[config.mk]
export PLATFORM = sky130hd
export DESIGN_NAME = branch_predictor
export DESIGN_NICKNAME = d
export VERILOG_FILES = /design/src/rtl/bp_pkg.sv /design/src/rtl/sat_counter2.sv /design/src/rtl/branch_predictor.sv
export SDC_FILE = /design/constraint.sdc
export NUM_CORES = 2
export LEC_CHECK = 0
export ABC_AREA = 1
export ABC_CLOCK_PERIOD_IN_PS = 3400
export CORE_MARGIN = 3
export CORE_UTILIZATION = 25
export CTS_CLUSTER_SIZE = 28
export DETAILED_ROUTE_END_ITERATION = 6
export GPL_ROUTABILITY_DRIVEN = 0
export PLACE_DENSITY_LB_ADDON = 0.3
export SLEW_MARGIN = 25
export SYNTH_ARGS = -nofsm -noshare
export SYNTH_HDL_FRONTEND = slang
export SYNTH_SLANG_ARGS = --single-unit
[constraint.sdc]
create_clock -name clk -period 3.4 [get_ports clk]
set_input_delay 0.85 -clock clk [delete_from_list [all_inputs] [get_ports clk]]
set_output_delay 0.85 -clock clk [all_outputs]
set_load 0.1 [all_outputs]
[src/rtl/bp_pkg.sv]
// rtl/bp_pkg.sv - shared constants and BTB entry type for the branch predictor
package bp_pkg;

    localparam int XLEN_DEF        = 32;
    localparam int BHT_ENTRIES_DEF = 64;
    localparam int BTB_ENTRIES_DEF = 16;

    localparam int BHT_IDX_W = $clog2(BHT_ENTRIES_DEF);
    localparam int BTB_IDX_W = $clog2(BTB_ENTRIES_DEF);
    localparam int BTB_TAG_W = XLEN_DEF - 2 - BTB_IDX_W;

    // Weakly not-taken: one taken outcome flips the prediction.
    localparam logic [1:0] BHT_RST = 2'b01;

    typedef struct packed {
        logic                 valid;
        logic                 uncond;
        logic [BTB_TAG_W-1:0] tag;
        logic [XLEN_DEF-1:0]  target;
    } btb_entry_t;

endpackage

[src/rtl/sat_counter2.sv]
// rtl/sat_counter2.sv - 2-bit saturating up/down counter, async reset to weakly not-taken
module sat_counter2
    import bp_pkg::*;
(
    input  logic       clk,
    input  logic       rst_n,
    input  logic       en,
    input  logic       up,
    output logic [1:0] ctr
);

    always_ff @(posedge clk or negedge rst_n) begin
        if (!rst_n) begin
            ctr <= BHT_RST;
        end else if (en) begin
            if (up && ctr != 2'b11) begin
                ctr <= ctr + 2'd1;
            end else if (!up && ctr != 2'b00) begin
                ctr <= ctr - 2'd1;
            end
        end
    end

endmodule

[src/rtl/branch_predictor.sv]
// rtl/branch_predictor.sv - BHT/BTB next-PC predictor trained by EX-stage branch resolution
module branch_predictor
    import bp_pkg::*;
#(
    parameter int XLEN        = XLEN_DEF,
    parameter int BHT_ENTRIES = BHT_ENTRIES_DEF,
    parameter int BTB_ENTRIES = BTB_ENTRIES_DEF
) (
    input  logic            clk,
    input  logic            rst_n,
    input  logic            if_valid,
    input  logic [XLEN-1:0] if_pc,
    output logic            pred_taken,
    output logic [XLEN-1:0] pred_target,
    input  logic            ex_valid,
    input  logic [XLEN-1:0] ex_pc,
    input  logic            ex_is_cond,
    input  logic            ex_is_jal,
    input  logic            ex_is_jalr,
    input  logic            ex_taken,
    input  logic [XLEN-1:0] ex_target,
    input  logic            ex_pred_taken,
    input  logic [XLEN-1:0] ex_pred_target,
    output logic            mispredict,
    output logic [XLEN-1:0] redirect_pc,
    output logic [31:0]     stat_branches,
    output logic [31:0]     stat_mispred
);

    logic [BHT_ENTRIES-1:0][1:0] bht_ctr;
    btb_entry_t                  btb_q [BTB_ENTRIES];

    logic [BHT_IDX_W-1:0] if_bht_idx, ex_bht_idx;
    logic [BTB_IDX_W-1:0] if_btb_idx, ex_btb_idx;
    logic [BTB_TAG_W-1:0] if_tag, ex_tag;
    btb_entry_t           if_entry;
    logic                 if_hit;
    logic                 bht_train;
    logic                 btb_we;
    logic                 unused_ok;

    assign if_bht_idx = if_pc[2 +: BHT_IDX_W];
    assign if_btb_idx = if_pc[2 +: BTB_IDX_W];
    assign if_tag     = if_pc[XLEN-1 -: BTB_TAG_W];
    assign ex_bht_idx = ex_pc[2 +: BHT_IDX_W];
    assign ex_btb_idx = ex_pc[2 +: BTB_IDX_W];
    assign ex_tag     = ex_pc[XLEN-1 -: BTB_TAG_W];

    // JALR is only counted; its target depends on a register and is not cached.
    assign unused_ok = ^{if_pc[1:0], ex_pc[1:0], ex_is_jalr};

    // Prediction reads registered state only, so a same-cycle write is not visible.
    assign if_entry    = btb_q[if_btb_idx];
    assign if_hit      = if_entry.valid && (if_entry.tag == if_tag);
    assign pred_taken  = if_valid && if_hit && (if_entry.uncond || bht_ctr[if_bht_idx][1]);
    assign pred_target = pred_taken ? if_entry.target : if_pc + XLEN'(4);

    assign mispredict  = ex_valid && ((ex_taken != ex_pred_taken) ||
                                      (ex_taken && (ex_target != ex_pred_target)));
    assign redirect_pc = ex_taken ? ex_target : ex_pc + XLEN'(4);

    assign bht_train = ex_valid && ex_is_cond;
    assign btb_we    = ex_valid && ((ex_is_cond && ex_taken) || ex_is_jal);

    for (genvar i = 0; i < BHT_ENTRIES; i++) begin : g_bht
        sat_counter2 u_ctr (
            .clk   (clk),
            .rst_n (rst_n),
            .en    (bht_train && (ex_bht_idx == BHT_IDX_W'(i))),
            .up    (ex_taken),
            .ctr   (bht_ctr[i])
        );
    end

    always_ff @(posedge clk or negedge rst_n) begin
        if (!rst_n) begin
            for (int i = 0; i < BTB_ENTRIES; i++) begin
                btb_q[i] <= '0;
            end
        end else if (btb_we) begin
            btb_q[ex_btb_idx] <= '{valid: 1'b1, uncond: ex_is_jal, tag: ex_tag, target: ex_target};
        end
    end

    always_ff @(posedge clk or negedge rst_n) begin
        if (!rst_n) begin
            stat_branches <= '0;
            stat_mispred  <= '0;
        end else if (ex_valid) begin
            if (stat_branches != 32'hFFFF_FFFF) begin
                stat_branches <= stat_branches + 32'd1;
            end
            if (mispredict && stat_mispred != 32'hFFFF_FFFF) begin
                stat_mispred <= stat_mispred + 32'd1;
            end
        end
    end

endmodule

== Word-level counts from Yosys, hierarchy flattened ==
Index checks and enable logic that the tools add are counted.

* Register bits after elaboration: 1,152
* Bits of input ports: 137
* Output and inout bits: 130

* Add/sub/neg operators: 132
* Order comparisons: 4
* Equality and inequality tests: 132
* Multiplexer cells: 138
* Bitwise gates (word level): 2
* Reductions and logical operators: 401

{| class="wikitable"
|+ Operator list
! operator !! number
|-
| $bwmux 960 || 1
|-
| $mux 2 || 129
|-
| $reduce_bool 2->1 || 128
|-
| $bmux 60 s4 || 1
|-
| $demux 60 s4 || 1
|-
| $logic_and 1x1->1 || 202
|-
| $eq 6x6->1 const B || 32
|-
| $mux 60 || 3
|-
| $reduce_and 2->1 || 66
|-
| $add 2x1->2 const B || 64
|-
| $ne 2x2->1 const B || 64
|-
| $sub 2x1->2 const B || 64
|-
| $eq 6x5->1 const B || 16
|-
| $add 32x1->32 const B || 2
|-
| $add 32x3->32 const B || 2
|-
| $mux 32 || 2
|-
| $ne 32x32->1 const B || 2
|-
| $eq 6x4->1 const B || 8
|-
| $ne 32x32->1 || 1
|-
| $eq 26x26->1 || 1
|-
| $eq 6x3->1 const B || 4
|-
| $bmux 2 s6 || 1
|-
| $eq 6x2->1 const B || 2
|-
| $ge 5x5->1 const B || 2
|-
| 8 further kinds || 11
|}

== Depth between registers and ports, before layout ==
* Depth after elaboration: 9
* Depth in mapped cells: 23
* Gate-level depth less buffers: 19

== By module ==
A second synthesis with hierarchy kept.

* Cells, all modules: 7,613
* Area, all modules: 57,216.1 um2

{| class="wikitable"
|+ Modules (own cells, without submodules)
! module !! instances !! cells each !! area each (um2) !! seq. area each (um2)
|-
| branch_predictor || 1 || 6,781 || 50,970.1 || 25,624.6
|-
| sat_counter2 || 64 || 13 || 97.6 || 51.3
|}

== Least setup slack after synthesis ==
No wires, ideal clock.

* Kind: in2out
* Start: in ex_pc[4]
* End: out redirect_pc[17]
* Arrival time: 4.010 ns
* Required time: 2.550 ns
* Path slack: -1.460 ns
* Stages: 9
* Buffers on the path: 0
* Path through: inv_1 > nor3_1 > nand2_1 > nor2_1 > nand2_1 > nor2_1 > nand2_1 > xor2_1 > o21ai_0

* Word-level cells in the longest chain between the ends: 2

{| class="wikitable"
|+ Ends and longest elaborated chain
! item !! RTL line !! source
|-
| start: declaration || branch_predictor.sv:16 || <nowiki>input logic [XLEN-1:0] ex_pc,</nowiki>
|-
| $add 32x3->32 || branch_predictor.sv:60 || <nowiki>assign redirect_pc = ex_taken ? ex_target : ex_pc + XLEN'(4);</nowiki>
|-
| $mux 32 || branch_predictor.sv:60 ||
|-
| end: declaration || branch_predictor.sv:25 || <nowiki>output logic [XLEN-1:0] redirect_pc,</nowiki>
|}

Every way passes these cells.

== Worst setup path in the final report ==
* Start: in if_pc[2]
* End: out pred_target[8]

* Word-level cells in the longest chain between the ends: 9

{| class="wikitable"
|+ Ends and longest elaborated chain
! item !! RTL line !! source
|-
| start: declaration || branch_predictor.sv:12 || <nowiki>input logic [XLEN-1:0] if_pc,</nowiki>
|-
| $not 4->5 (implied by the code) || branch_predictor.sv:53 || <nowiki>assign if_entry = btb_q[if_btb_idx];</nowiki>
|-
| $bmux 60 s4 || branch_predictor.sv:53 ||
|-
| $mux 60 (implied by the code) (2 in a row) || branch_predictor.sv:53 ||
|-
| $eq 26x26->1 || branch_predictor.sv:54 || <nowiki>assign if_hit = if_entry.valid && (if_entry.tag == if_tag);</nowiki>
|-
| $logic_and 1x1->1 || branch_predictor.sv:54 ||
|-
| $logic_and 1x1->1 (2 in a row) || branch_predictor.sv:55 || <nowiki>assign pred_taken = if_valid && if_hit && (if_entry.uncond || bht_ctr[if_bht_idx][1]);</nowiki>
|-
| $mux 32 (*) || branch_predictor.sv:56 || <nowiki>assign pred_target = pred_taken ? if_entry.target : if_pc + XLEN'(4);</nowiki>
|-
| end: declaration || branch_predictor.sv:14 || <nowiki>output logic [XLEN-1:0] pred_target,</nowiki>
|}

Mark *: on every way between the ends. The rest lies on a longest branch, timed or not. The select of a mux whose other input is x is not followed.

==> results.md <==
- In the finished design, the share of the clock period the worst path needs comes to 126%.
- Yosys printed 0 warnings.
- The hold path depth is 2.
- The worst-margin pin slew is ~730 ps.
- The placeable core region is about 230000 µm².
- TritonCTS built the clock tree.
- The endpoint identified for the worst register-to-register timing path is stat_mispred[8].
- The cell at the root of the clock tree is sky130_fd_sc_hd__clkbuf_16.
- The cell area after synthesis is roughly 57000 µm².
- Detailed placement ended at an HPWL of between 150000 and 200000 µm.
- The total of flip-flops plus latches after synthesis is about 1200.
- The first-pass iteration count of the detailed router is 6.
- The launch instance of the worst register-to-register path is stat_mispred[1].
- The accumulated negative setup slack is -29910 ps.
- The required time reported for the critical path endpoint is 2550 ps.
- The clock network latency to the later pin of the worst-skew pair is slightly below 800 ps.
- The number of cells on the worst reg-to-reg path is 13.
- The clock net in this run drives a total of around 1200 sinks.
- The run finished, with violations left.
- The area after detailed placement is 68400 µm².
- Sequential elements use roughly 50% of the synthesized area.
- Between clock sinks in the finished design, the worst skew comes to between 10 and 15 ps.
- The floorplan die area is ~230000 µm².
- The final period demand of the worst path is 4300 ps.
- The final reports fail on setup timing.
- The max-cap check violation count is 0.
- The depth of the CTS H-tree is 4.
- Of all nets on the critical path, the largest fanout is 8.
- The via count of the first global-routing pass is 52350.
- The maximum VDD drop is ~0.00053 V.
- The first-pass GRT wire length is between 300000 and 400000 µm.
- The post-placement setup slack is -1060 ps.
- The wire length per cell after detailed routing is approximately 21 µm.
- The starting utilization of the core area is 25.2%.
- The end point of the most critical hold path is btb_q[419].
- The remaining number of nets flagged by the antenna check after routing is 0.
- The detailed router finished its first iteration with around 4400 violations.
- After synthesis, the share of flip-flops with an asynchronous set or reset is 100%.
- After routing the design area is 76100 µm².
- In this run the vertical extent of the chip is between 400 and 500 µm.
- In this run the horizontal extent of the chip is around 480 µm.
- The overall track demand over capacity in global routing is 19.8%.
- The synthesized netlist contains 39 unique library cells.
- The wire length after detailed routing is between 200000 and 250000 µm.
- In the post-route analysis, the smallest setup slack over all paths is -896 ps.
- The sum of overflow across all layers after global routing is 0.
- The final cell utilization of the core is between 30 and 40%.
- Summing internal, switching and leakage power gives 41.3 mW.
- The number of hold violations in the final report was 0.
- In this run the count of I/O pins placed on the die edge is between 200 and 300.
- Dividing the detail-routed via count by the number of cells gives ~4.8.
- For this run, the top clock speed supported by timing is ~230 MHz.
- The total number of vias is between 50000 and 60000.
- For this run, design rule violations remaining after detail routing come to 0.
- The area growth from synthesis to final layout is 33.8%.
- The number of inserted filler cells in the final layout is ~23000.
- The total of buffers placed on input and output ports is ~270.
- The worst setup path is launched from an input pin.
- The power density over the cells is 543 nW/µm².
- The worst endpoint data arrival time is between 3000 and 4000 ps.
- Clock-pin slew was measured on the worst setup and hold paths at 50 ps.
- The total nets after synthesis is about 7600.
- STA classifies the critical path endpoint as an output port.
- The register-to-register setup slack is 900 ps.
- The hold path startpoint is btb_q[419].
- For this run, the leading register cell type out of synthesis is sky130_fd_sc_hd__dfrtp_1.
- The maximum buffer depth of the clock tree is 3.
- The number of antenna violations at the first check in global routing was 10.
- Leaving out fill and tap cells, the most frequent cell in the layout is sky130_fd_sc_hd__nand2_1.
- The floorplan has 174 rows.
- Leaving out fill and tap cells, the most frequent cells in the layout are 2178 x sky130_fd_sc_hd__nand2_1, 1468 x sky130_fd_sc_hd__o21ai_0, 1088 x sky130_fd_sc_hd__dfrtp_1.
- Headroom to the max-slew limit came out at about 51%.
- For this run, the post-layout net count is ~8000.
- Setup repair after global routing could not meet its margin everywhere.
- The final setup violation count is 47.
- The maximum number of pins on one net before global-route repair is 110.
- The share of layout cells above drive strength 1 is a little under a fifth.
- The critical path start-end classification is in -> out.
- The final max-slew violation count is 0.
- The class of the tightest hold or removal check is reg -> reg.
- Synthesis produced ~7400 cells.
- TritonCTS created around 130 clock buffers.
- The reported leakage power is between 30 and 40 nW.
- Counting flops with a built-in enable in the synthesized netlist gives 0.
- The average instance area after synthesis is about 7.7 µm².
## routing by layer
layer | GRT usage, % | share of wire (%)
met1 | 25.6 | 42
met2 | 32.6 | 47
met3 | 2.88 | 5.5
met4 | 9.05 | 5.2
met5 | 0 | 0.012
## how the worst max path moves through the flow
stage / cells after the start / to / start / slack, ps
floorplan: 19 / pred_target[14] / if_pc[2] / -460
global route: 23 / pred_target[10] / if_pc[2] / -1000
global placement: 22 / pred_target[25] / if_pc[5] / -1120
CTS: 22 / pred_target[8] / if_pc[2] / -860
finish: 23 / pred_target[8] / if_pc[2] / -900
detailed placement: 19 / pred_target[30] / if_pc[5] / -1060
## cells by family (layout without fill, tap and decap cells)
logic type                 after synthesis  count (layout)  share of synthesized area [%]
and+or+nand+nor                       3310            3310                           23.2
AOI/OAI and AO/OA                     1762            1762                           16.3
DFF                                   1152            1152                           50.9
buffers and inverters                 1054            1719                           7.27
xor gates and xnor gates               114             114                           1.76
adders and majority gates               31              31                          0.577
other                                    0               2                              0
## metrics by stage
stage | std cells | hold slack [ps]
4_1_cts | 11068 | 466
3_3_place_gp | 10739 | 440
6_report | 11082 | 464
2_1_floorplan | 7423 | 423
3_5_place_dp | 10739 | 439
5_1_grt | 11082 | 478
## registers in the layout (all words and copies together), names as in the netlist
register	count
stat_branches	32
g_bht.u_ctr.ctr	128
btb_q	960
stat_mispred	32
## Yosys cell counts (2+ instances only)
| cell type | instances | area share (%) |
|---|---|---|
| sky130_fd_sc_hd__a211oi_1 | 5 | 0.066 |
| sky130_fd_sc_hd__a21oi_1 | 32 | 0.28 |
| sky130_fd_sc_hd__a22o_1 | 2 | 0.031 |
| sky130_fd_sc_hd__buf_1 | 42 | 0.28 |
| sky130_fd_sc_hd__buf_2 | 71 | 0.63 |
| sky130_fd_sc_hd__buf_4 | 15 | 0.20 |
| sky130_fd_sc_hd__buf_6 | 4 | 0.079 |
| sky130_fd_sc_hd__clkbuf_1 | 388 | 2.6 |
| sky130_fd_sc_hd__clkinv_1 | 9 | 0.059 |
| sky130_fd_sc_hd__dfrtp_1 | 1088 | 48 |
| sky130_fd_sc_hd__dfstp_2 | 64 | 3.0 |
| sky130_fd_sc_hd__ha_1 | 7 | 0.15 |
| sky130_fd_sc_hd__inv_1 | 514 | 3.4 |
| sky130_fd_sc_hd__inv_2 | 11 | 0.073 |
| sky130_fd_sc_hd__maj3_1 | 24 | 0.42 |
| sky130_fd_sc_hd__nand2_1 | 2303 | 15 |
| sky130_fd_sc_hd__nand3_1 | 360 | 3.2 |
| sky130_fd_sc_hd__nand3b_1 | 6 | 0.079 |
| sky130_fd_sc_hd__nand4_1 | 57 | 0.63 |
| sky130_fd_sc_hd__nor2_1 | 508 | 3.4 |
| sky130_fd_sc_hd__nor2_2 | 3 | 0.033 |
| sky130_fd_sc_hd__nor3_1 | 45 | 0.40 |
| sky130_fd_sc_hd__nor3_2 | 3 | 0.053 |
| sky130_fd_sc_hd__nor3b_1 | 2 | 0.026 |
| sky130_fd_sc_hd__nor4_1 | 17 | 0.19 |
| sky130_fd_sc_hd__o211ai_1 | 40 | 0.53 |
| sky130_fd_sc_hd__o21ai_0 | 1508 | 13 |
| sky130_fd_sc_hd__o21ai_1 | 26 | 0.23 |
| sky130_fd_sc_hd__o221ai_1 | 50 | 0.77 |
| sky130_fd_sc_hd__o22ai_1 | 87 | 0.96 |
| sky130_fd_sc_hd__o2bb2ai_1 | 10 | 0.15 |
| sky130_fd_sc_hd__or2_2 | 3 | 0.033 |
| sky130_fd_sc_hd__xnor2_1 | 22 | 0.34 |
| sky130_fd_sc_hd__xor2_1 | 92 | 1.4 |
## repair_timing
action	CTS	global route
setup endpoints to repair	61	88
pin swaps	111	89
cloned	28	2
resized for setup	416	157
hold endpoints to repair	1	0
hold buffers	1	0
setup buffers	72	21
## worst max-delay path: stages
cell	delay, ps
sky130_fd_sc_hd__buf_16	140
sky130_fd_sc_hd__buf_16	170
sky130_fd_sc_hd__buf_12	140
sky130_fd_sc_hd__buf_16	140
sky130_fd_sc_hd__nor2_4	90
sky130_fd_sc_hd__nor2_1	60
sky130_fd_sc_hd__o21ai_1	130
sky130_fd_sc_hd__nand3_2	130
sky130_fd_sc_hd__nand3_2	90
sky130_fd_sc_hd__nand2_1	70
sky130_fd_sc_hd__nand2_2	90
sky130_fd_sc_hd__inv_2	40
sky130_fd_sc_hd__nor2_4	90
sky130_fd_sc_hd__nand2_1	50
sky130_fd_sc_hd__nor2_1	100
sky130_fd_sc_hd__nand2_1	100
sky130_fd_sc_hd__nor2_4	150
sky130_fd_sc_hd__buf_12	180
sky130_fd_sc_hd__buf_12	140
sky130_fd_sc_hd__buf_12	110
sky130_fd_sc_hd__nor2_2	40
sky130_fd_sc_hd__nor2_4	110
sky130_fd_sc_hd__buf_12	180
## layout make-up
cell class / instances / area, µm² / area share [%]
Multi-Input combinational cell: 5217 / 25900 / 34.1
Clock buffer: 197 / 3990 / 5.24
Inverter: 534 / 2090 / 2.75
Timing Repair inverter: 2 / 27.5 / 0.0362
Clock inverter: 38 / 483 / 0.635
Sequential cell: 1152 / 28900 / 38.0
Antenna cell: 2 / 5.00 / 0.00658
Timing Repair Buffer: 948 / 10900 / 14.3
Tap cell: 2992 / 3740 / 4.92
## report_power, final
part           total (mW)  leakage, nW  internal (mW)  switching, mW
sequential           17.9         14.6           16.4           1.47
clock                14.8         2.20           8.74           6.03
combinational        8.62         18.8           3.27           5.34
Note: power is estimated with default switching activity, not from simulation.
